==> config.mk <==
export PLATFORM = sky130hd
export DESIGN_NAME = load_store_unit
export DESIGN_NICKNAME = d
export VERILOG_FILES = /design/src/rtl/lsu_pkg.sv /design/src/rtl/lsu_lane_align.sv /design/src/rtl/load_store_unit.sv
export SDC_FILE = /design/constraint.sdc
export NUM_CORES = 1
export LEC_CHECK = 0
export ABC_AREA = 0
export BUFFER_PORTS_ARGS = -buffer_cell sky130_fd_sc_hd__buf_2
export CORE_MARGIN = 3
export CORE_UTILIZATION = 58
export CTS_BUF_LIST = sky130_fd_sc_hd__clkbuf_4 sky130_fd_sc_hd__clkbuf_8
export CTS_CLUSTER_DIAMETER = 150
export CTS_CLUSTER_SIZE = 16
export DETAILED_ROUTE_END_ITERATION = 8
export PLACE_DENSITY = 0.88
export SLEW_MARGIN = 20
export SYNTH_ARGS = -nofsm -noshare
export SYNTH_HDL_FRONTEND = slang
export SYNTH_SLANG_ARGS = --single-unit
==> constraint.sdc <==
create_clock -name clk -period 5.67 [get_ports clk]
set_clock_uncertainty 0.1 [all_clocks]
set_input_delay 0 -clock clk [delete_from_list [all_inputs] [get_ports clk]]
set_output_delay 0 -clock clk [all_outputs]
set_load 0.05 [all_outputs]
==> src/rtl/lsu_pkg.sv <==
// Shared constants, request record and alignment check for the load/store unit.
package lsu_pkg;

    localparam logic [1:0] ST_IDLE  = 2'd0;
    localparam logic [1:0] ST_READ  = 2'd1;
    localparam logic [1:0] ST_WRITE = 2'd2;
    localparam logic [1:0] ST_RESP  = 2'd3;

    localparam logic [1:0] SZ_WORD = 2'b00;
    localparam logic [1:0] SZ_HALF = 2'b01;
    localparam logic [1:0] SZ_BYTE = 2'b10;
    localparam logic [1:0] SZ_RSVD = 2'b11;

    typedef logic [1:0] lsu_state_t;

    typedef struct packed {
        logic        write;
        logic [1:0]  size;
        logic        sgn;
        logic [1:0]  addr_lo;
        logic [31:0] wdata;
    } lsu_req_t;

    function automatic logic is_misaligned(input logic [1:0] size, input logic [1:0] addr_lo);
        case (size)
            SZ_WORD: return addr_lo != 2'b00;
            SZ_HALF: return addr_lo[0];
            default: return 1'b0;
        endcase
    endfunction

endpackage

==> src/rtl/lsu_lane_align.sv <==
// Little-endian lane extraction (with sign/zero extension) and sub-word merge.
module lsu_lane_align
    import lsu_pkg::*;
(
    input  logic [31:0] rd_word,
    input  logic [1:0]  size,
    input  logic [1:0]  addr_lo,
    input  logic        sgn,
    input  logic [31:0] old_word,
    input  logic [31:0] wdata,
    output logic [31:0] ext_data,
    output logic [31:0] merged
);

    logic [7:0]  sel_byte;
    logic [15:0] sel_half;

    always_comb begin
        sel_byte = rd_word[{addr_lo, 3'b000} +: 8];
        sel_half = addr_lo[1] ? rd_word[31:16] : rd_word[15:0];
        case (size)
            SZ_BYTE: ext_data = {{24{sgn & sel_byte[7]}}, sel_byte};
            SZ_HALF: ext_data = {{16{sgn & sel_half[15]}}, sel_half};
            default: ext_data = rd_word;
        endcase
    end

    always_comb begin
        merged = old_word;
        case (size)
            SZ_BYTE: merged[{addr_lo, 3'b000} +: 8] = wdata[7:0];
            SZ_HALF: begin
                if (addr_lo[1]) merged[31:16] = wdata[15:0];
                else            merged[15:0]  = wdata[15:0];
            end
            default: merged = wdata;
        endcase
    end

endmodule

==> src/rtl/load_store_unit.sv <==
// Load/store unit in front of a word-only RAM; sub-word stores are read-modify-write.
module load_store_unit
    import lsu_pkg::*;
#(
    parameter int ADDR_W = 8
) (
    input  logic              clk,
    input  logic              rst,
    input  logic              req_valid,
    output logic              req_ready,
    input  logic              req_write,
    input  logic [1:0]        req_size,
    input  logic              req_signed,
    input  logic [ADDR_W-1:0] req_addr,
    input  logic [31:0]       req_wdata,
    output logic              resp_valid,
    input  logic              resp_ready,
    output logic [31:0]       resp_rdata,
    output logic              resp_err,
    output logic              ram_write_en,
    output logic [5:0]        ram_addr,
    output logic [31:0]       ram_wdata,
    input  logic [31:0]       ram_rdata
);

    lsu_state_t  state;
    lsu_req_t    req_q;
    logic [31:0] merge_buf;
    logic [31:0] ext_data;
    logic [31:0] merged;
    logic        req_err;

    assign req_err = (req_size == SZ_RSVD) || is_misaligned(req_size, req_addr[1:0]);

    // RAM-facing outputs come only from registers or state decode.
    assign req_ready    = (state == ST_IDLE);
    assign resp_valid   = (state == ST_RESP);
    assign ram_write_en = (state == ST_WRITE);
    assign ram_wdata    = ram_write_en ? merged : 32'd0;

    lsu_lane_align u_align (
        .rd_word  (ram_rdata),
        .size     (req_q.size),
        .addr_lo  (req_q.addr_lo),
        .sgn      (req_q.sgn),
        .old_word (merge_buf),
        .wdata    (req_q.wdata),
        .ext_data (ext_data),
        .merged   (merged)
    );

    always_ff @(posedge clk) begin
        if (rst) begin
            state      <= ST_IDLE;
            req_q      <= '0;
            merge_buf  <= '0;
            ram_addr   <= '0;
            resp_rdata <= '0;
            resp_err   <= 1'b0;
        end else begin
            case (state)
                ST_IDLE: begin
                    if (req_valid) begin
                        req_q      <= '{write: req_write, size: req_size, sgn: req_signed,
                                        addr_lo: req_addr[1:0], wdata: req_wdata};
                        ram_addr   <= req_addr[ADDR_W-1:2];
                        resp_rdata <= '0;
                        resp_err   <= req_err;
                        if (req_err)
                            state <= ST_RESP;
                        else if (req_write && req_size == SZ_WORD)
                            state <= ST_WRITE;
                        else
                            state <= ST_READ;
                    end
                end
                ST_READ: begin
                    if (req_q.write) begin
                        merge_buf <= ram_rdata;
                        state     <= ST_WRITE;
                    end else begin
                        resp_rdata <= ext_data;
                        state      <= ST_RESP;
                    end
                end
                ST_WRITE: state <= ST_RESP;
                default: begin
                    if (resp_ready) begin
                        resp_rdata <= '0;
                        resp_err   <= 1'b0;
                        state      <= ST_IDLE;
                    end
                end
            endcase
        end
    end

endmodule

==> impl_results.md <==
- RSZ-0062 raised after global routing: no
- Number of synthesized register bits: 111
- Tot GR Track Use: 36.9%
- Vias per cell: 6.30
- Hold path startpoint: req_valid
- Final WL: 19.1 mm
- Final core utilization: 80.3%
- Chip Width: 103 um
- Synth Area per Inst: 8.17 um2
- Crit Path Max Fanout: 34
- R2R cell count: 6
- I/O pin count: 154
- Max_cap viols: 0
- Final setup vio count: 0
- Clk_lat worst skew: 370 ps
- FF-to-FF End: resp_rdata[7]
- Post-synth EDFFs: 0
- Reg clk slew, reported paths: 100 ps
- Yosys top cell by area: dfxtp_1
- Share of the synthesized area in the top cell type: 41.0%
- Full die area: 0.0105 mm2
- Fin. Hold Viols: 0
- Hold endpoint: state[0]
- Placer's final routability congestion estimate: 0.899
- Total congestion overflow: 0
- Share of layout cells above drive strength 1: 23.6%
- Most common cell after layout, fill and taps aside: nand2_1
- Wire length per cell: 19.6 um
- Port bufs: 153
- Most frequent cells in the layout: nand2_1 (161), buf_2 (153), dfxtp_1 (111)
- Initial Util: 61.0%
- Data arrival time of the critical path: 4020 ps
- Max Clock Freq: 0.243 GHz
- Post-DP HPWL: 11.9 mm
- Worst EP required: 5570 ps
- DR iter-0 viols: 535
- Crit path top cell by count: inv_1
- Via Count: 6,132
- Synthesized Nets: 755
- H-tree depth: 3
- Startpoint types: flip-flop
- Final net count: 951
- Worst Path Class, Setup: reg2out
- Core Area: 0.00889 mm2
- Worst Max-Slew Pin Slew: 1090 ps
- Worst hold path type: in2reg
- TritonCTS Sinks: 111
- First-pass GRT wire length: 30.3 mm
- Most Used Layer, Global Route: met2
- Cells after synthesis: 664
- Synth async-reset ratio: 0%
- Outcome: finished, final reports clean
- Minimum clock period: 4120 ps
- Leakage: 2.91 nW
- PD cells: 360 mW/mm2
- Worst path max stage delay: 900 ps
- Drc violations: 0
- Period utilisation layout: 72.7%
- Filler cell count: 579
- Root Driver: clkbuf_8
- CTS tree: done
- Cell variety after synth: 44
- Crit path cell chain: inv_1, ha_1, inv_1, nand2_1, a222oi_1, nor2_1, buf_2
- Largest net degree at the start of global routing: 83
- FF-to-FF Start: req_q[35]
- Synth warn: 0
- Final TNS setup: 0 ps
- Slowest CP cell: inv_1
- Area contributors post-synth: dfxtp_1 (41%), nand2_1 (11%), a21oi_1 (7.8%), a221oi_1 (3.9%), o2bb2ai_1 (3.4%)
- Antenna Nets Post-Route: 0
- Hold Path Stages: 4
- Clk buf depth: 2
- Footprint of the multi-input gates: 0.00292 mm2
- Setup Fix Bufs, Post-CTS: 0
- TritonCTS Buffers: 9
- Die Y-Extent: 103 um
- Reg2reg setup slack: 2000 ps
- Nature of the critical path endpoint: output port
- VDD IR max: 0.378 mV
- Leading register cell type out of synthesis: dfxtp_1
- Met1 Use GR: 44.2%
- DRT Pass-1 Iters: 6
- Max-slew headroom: 26.8%
- Seq/Total Area, Yosys: 41.0%
- Met2 Use GR: 62.4%
- Vias in the first global route: 6,038
- Standard-cell rows: 34
- Initial antenna violation count: 1
- Routing usage on met3: 7.92%
- Mapped cell area: 0.00542 mm2
- Final Slew Violations: 0
- FF/Latch Area: 0.00222 mm2
- Area grow syn2layout: 31.7%
-- worst max-delay path by stage --
stage | slack (ps) | depth (start not counted) | endpoint | start
after floorplan | 2460 | 9 | ram_wdata[16] | req_q[33]
after CTS | 1750 | 7 | ram_wdata[14] | req_q[35]
final | 1550 | 7 | ram_wdata[13] | req_q[35]
after global placement | 2260 | 7 | ram_wdata[13] | req_q[35]
after global routing | 1270 | 7 | ram_wdata[13] | req_q[35]
after detailed placement | 2180 | 7 | ram_wdata[14] | req_q[35]
-- power by group --
part           internal (mW)  switching, mW
registers              0.885          0.101
clock network          0.190          0.275
logic                  0.341          0.777
-- registers in the layout, summed over array words and instances (netlist names) --
register / cells
req_q: 38
state: 2
ram_addr: 6
resp_err: 1
resp_rdata: 32
merge_buf: 32
-- layout make-up --
class                   count  share of cell area (%)
diodes                      1                  0.0350
clock buffers              12                    2.22
clock inverters             4                   0.403
inverters                  22                    1.16
multi-input cells         479                    40.8
flip-flops and latches    111                    31.1
well taps                 108                    1.89
repair buffers            237                    22.4
-- what timing repair did --
action / CTS / global route
hold endpoints to repair: 111 / 0
resized for setup: 0 / 0
hold buffers: 77 / 0
endpoints found under the setup margin: 0 / 0
-- cell families after synthesis --
family,count (synthesis),share of synthesized area (%)
adders and majority gates,11,2.54
buffers and inverters,74,5.35
DFF,111,41.0
AOI/OAI and AO/OA,214,28.0
and+or+nand+nor,240,18.8
muxes,14,4.34
-- metal layers --
layer / wire (um) / part of all wire (%)
met5: 0 / 0
met4: 985 / 5.1
met3: 1840 / 9.6
met2: 9360 / 49
met1: 6960 / 36
-- critical path: cells and delay by family (launching register included) --
kind                       cells  cell delay, ps
AOI/OAI and AO/OA              1             590
adders and majority gates      1             610
buffers and inverters          3            1180
DFF                            1             370
and+or+nand+nor                2             890
-- synth_stat cells (5+ instances only) --
cell	instances
nand2_1	162
nor2b_1	12
clkbuf_1	44
a21oi_1	85
a22o_1	8
nand2b_1	5
a221oi_1	24
a222oi_1	12
nor2_1	40
o21ai_0	21
inv_1	22
ha_1	11
mux4_2	7
a22oi_1	16
o2bb2ai_2	10
o2bb2ai_1	21
mux2_2	6
dfxtp_1	111
-- metrics by stage --
| step | power, mW | hold WS (ps) | instance area [um2] | cells | setup WS (ps) |
|---|---|---|---|---|---|
| finish | 2.57 | 128 | 7140 | 974 | 1550 |
| global route | 2.69 | 159 | 7140 | 973 | 1270 |
| CTS | 2.52 | 92.6 | 7120 | 972 | 1750 |
| detailed placement | 2.04 | 146 | 6160 | 879 | 2180 |
| global placement | 2.00 | 140 | 6160 | 879 | 2260 |
| floorplan | 1.77 | 36.0 | 5420 | 664 | 2460 |
No activity file was read; power rests on OpenSTA's default activity.
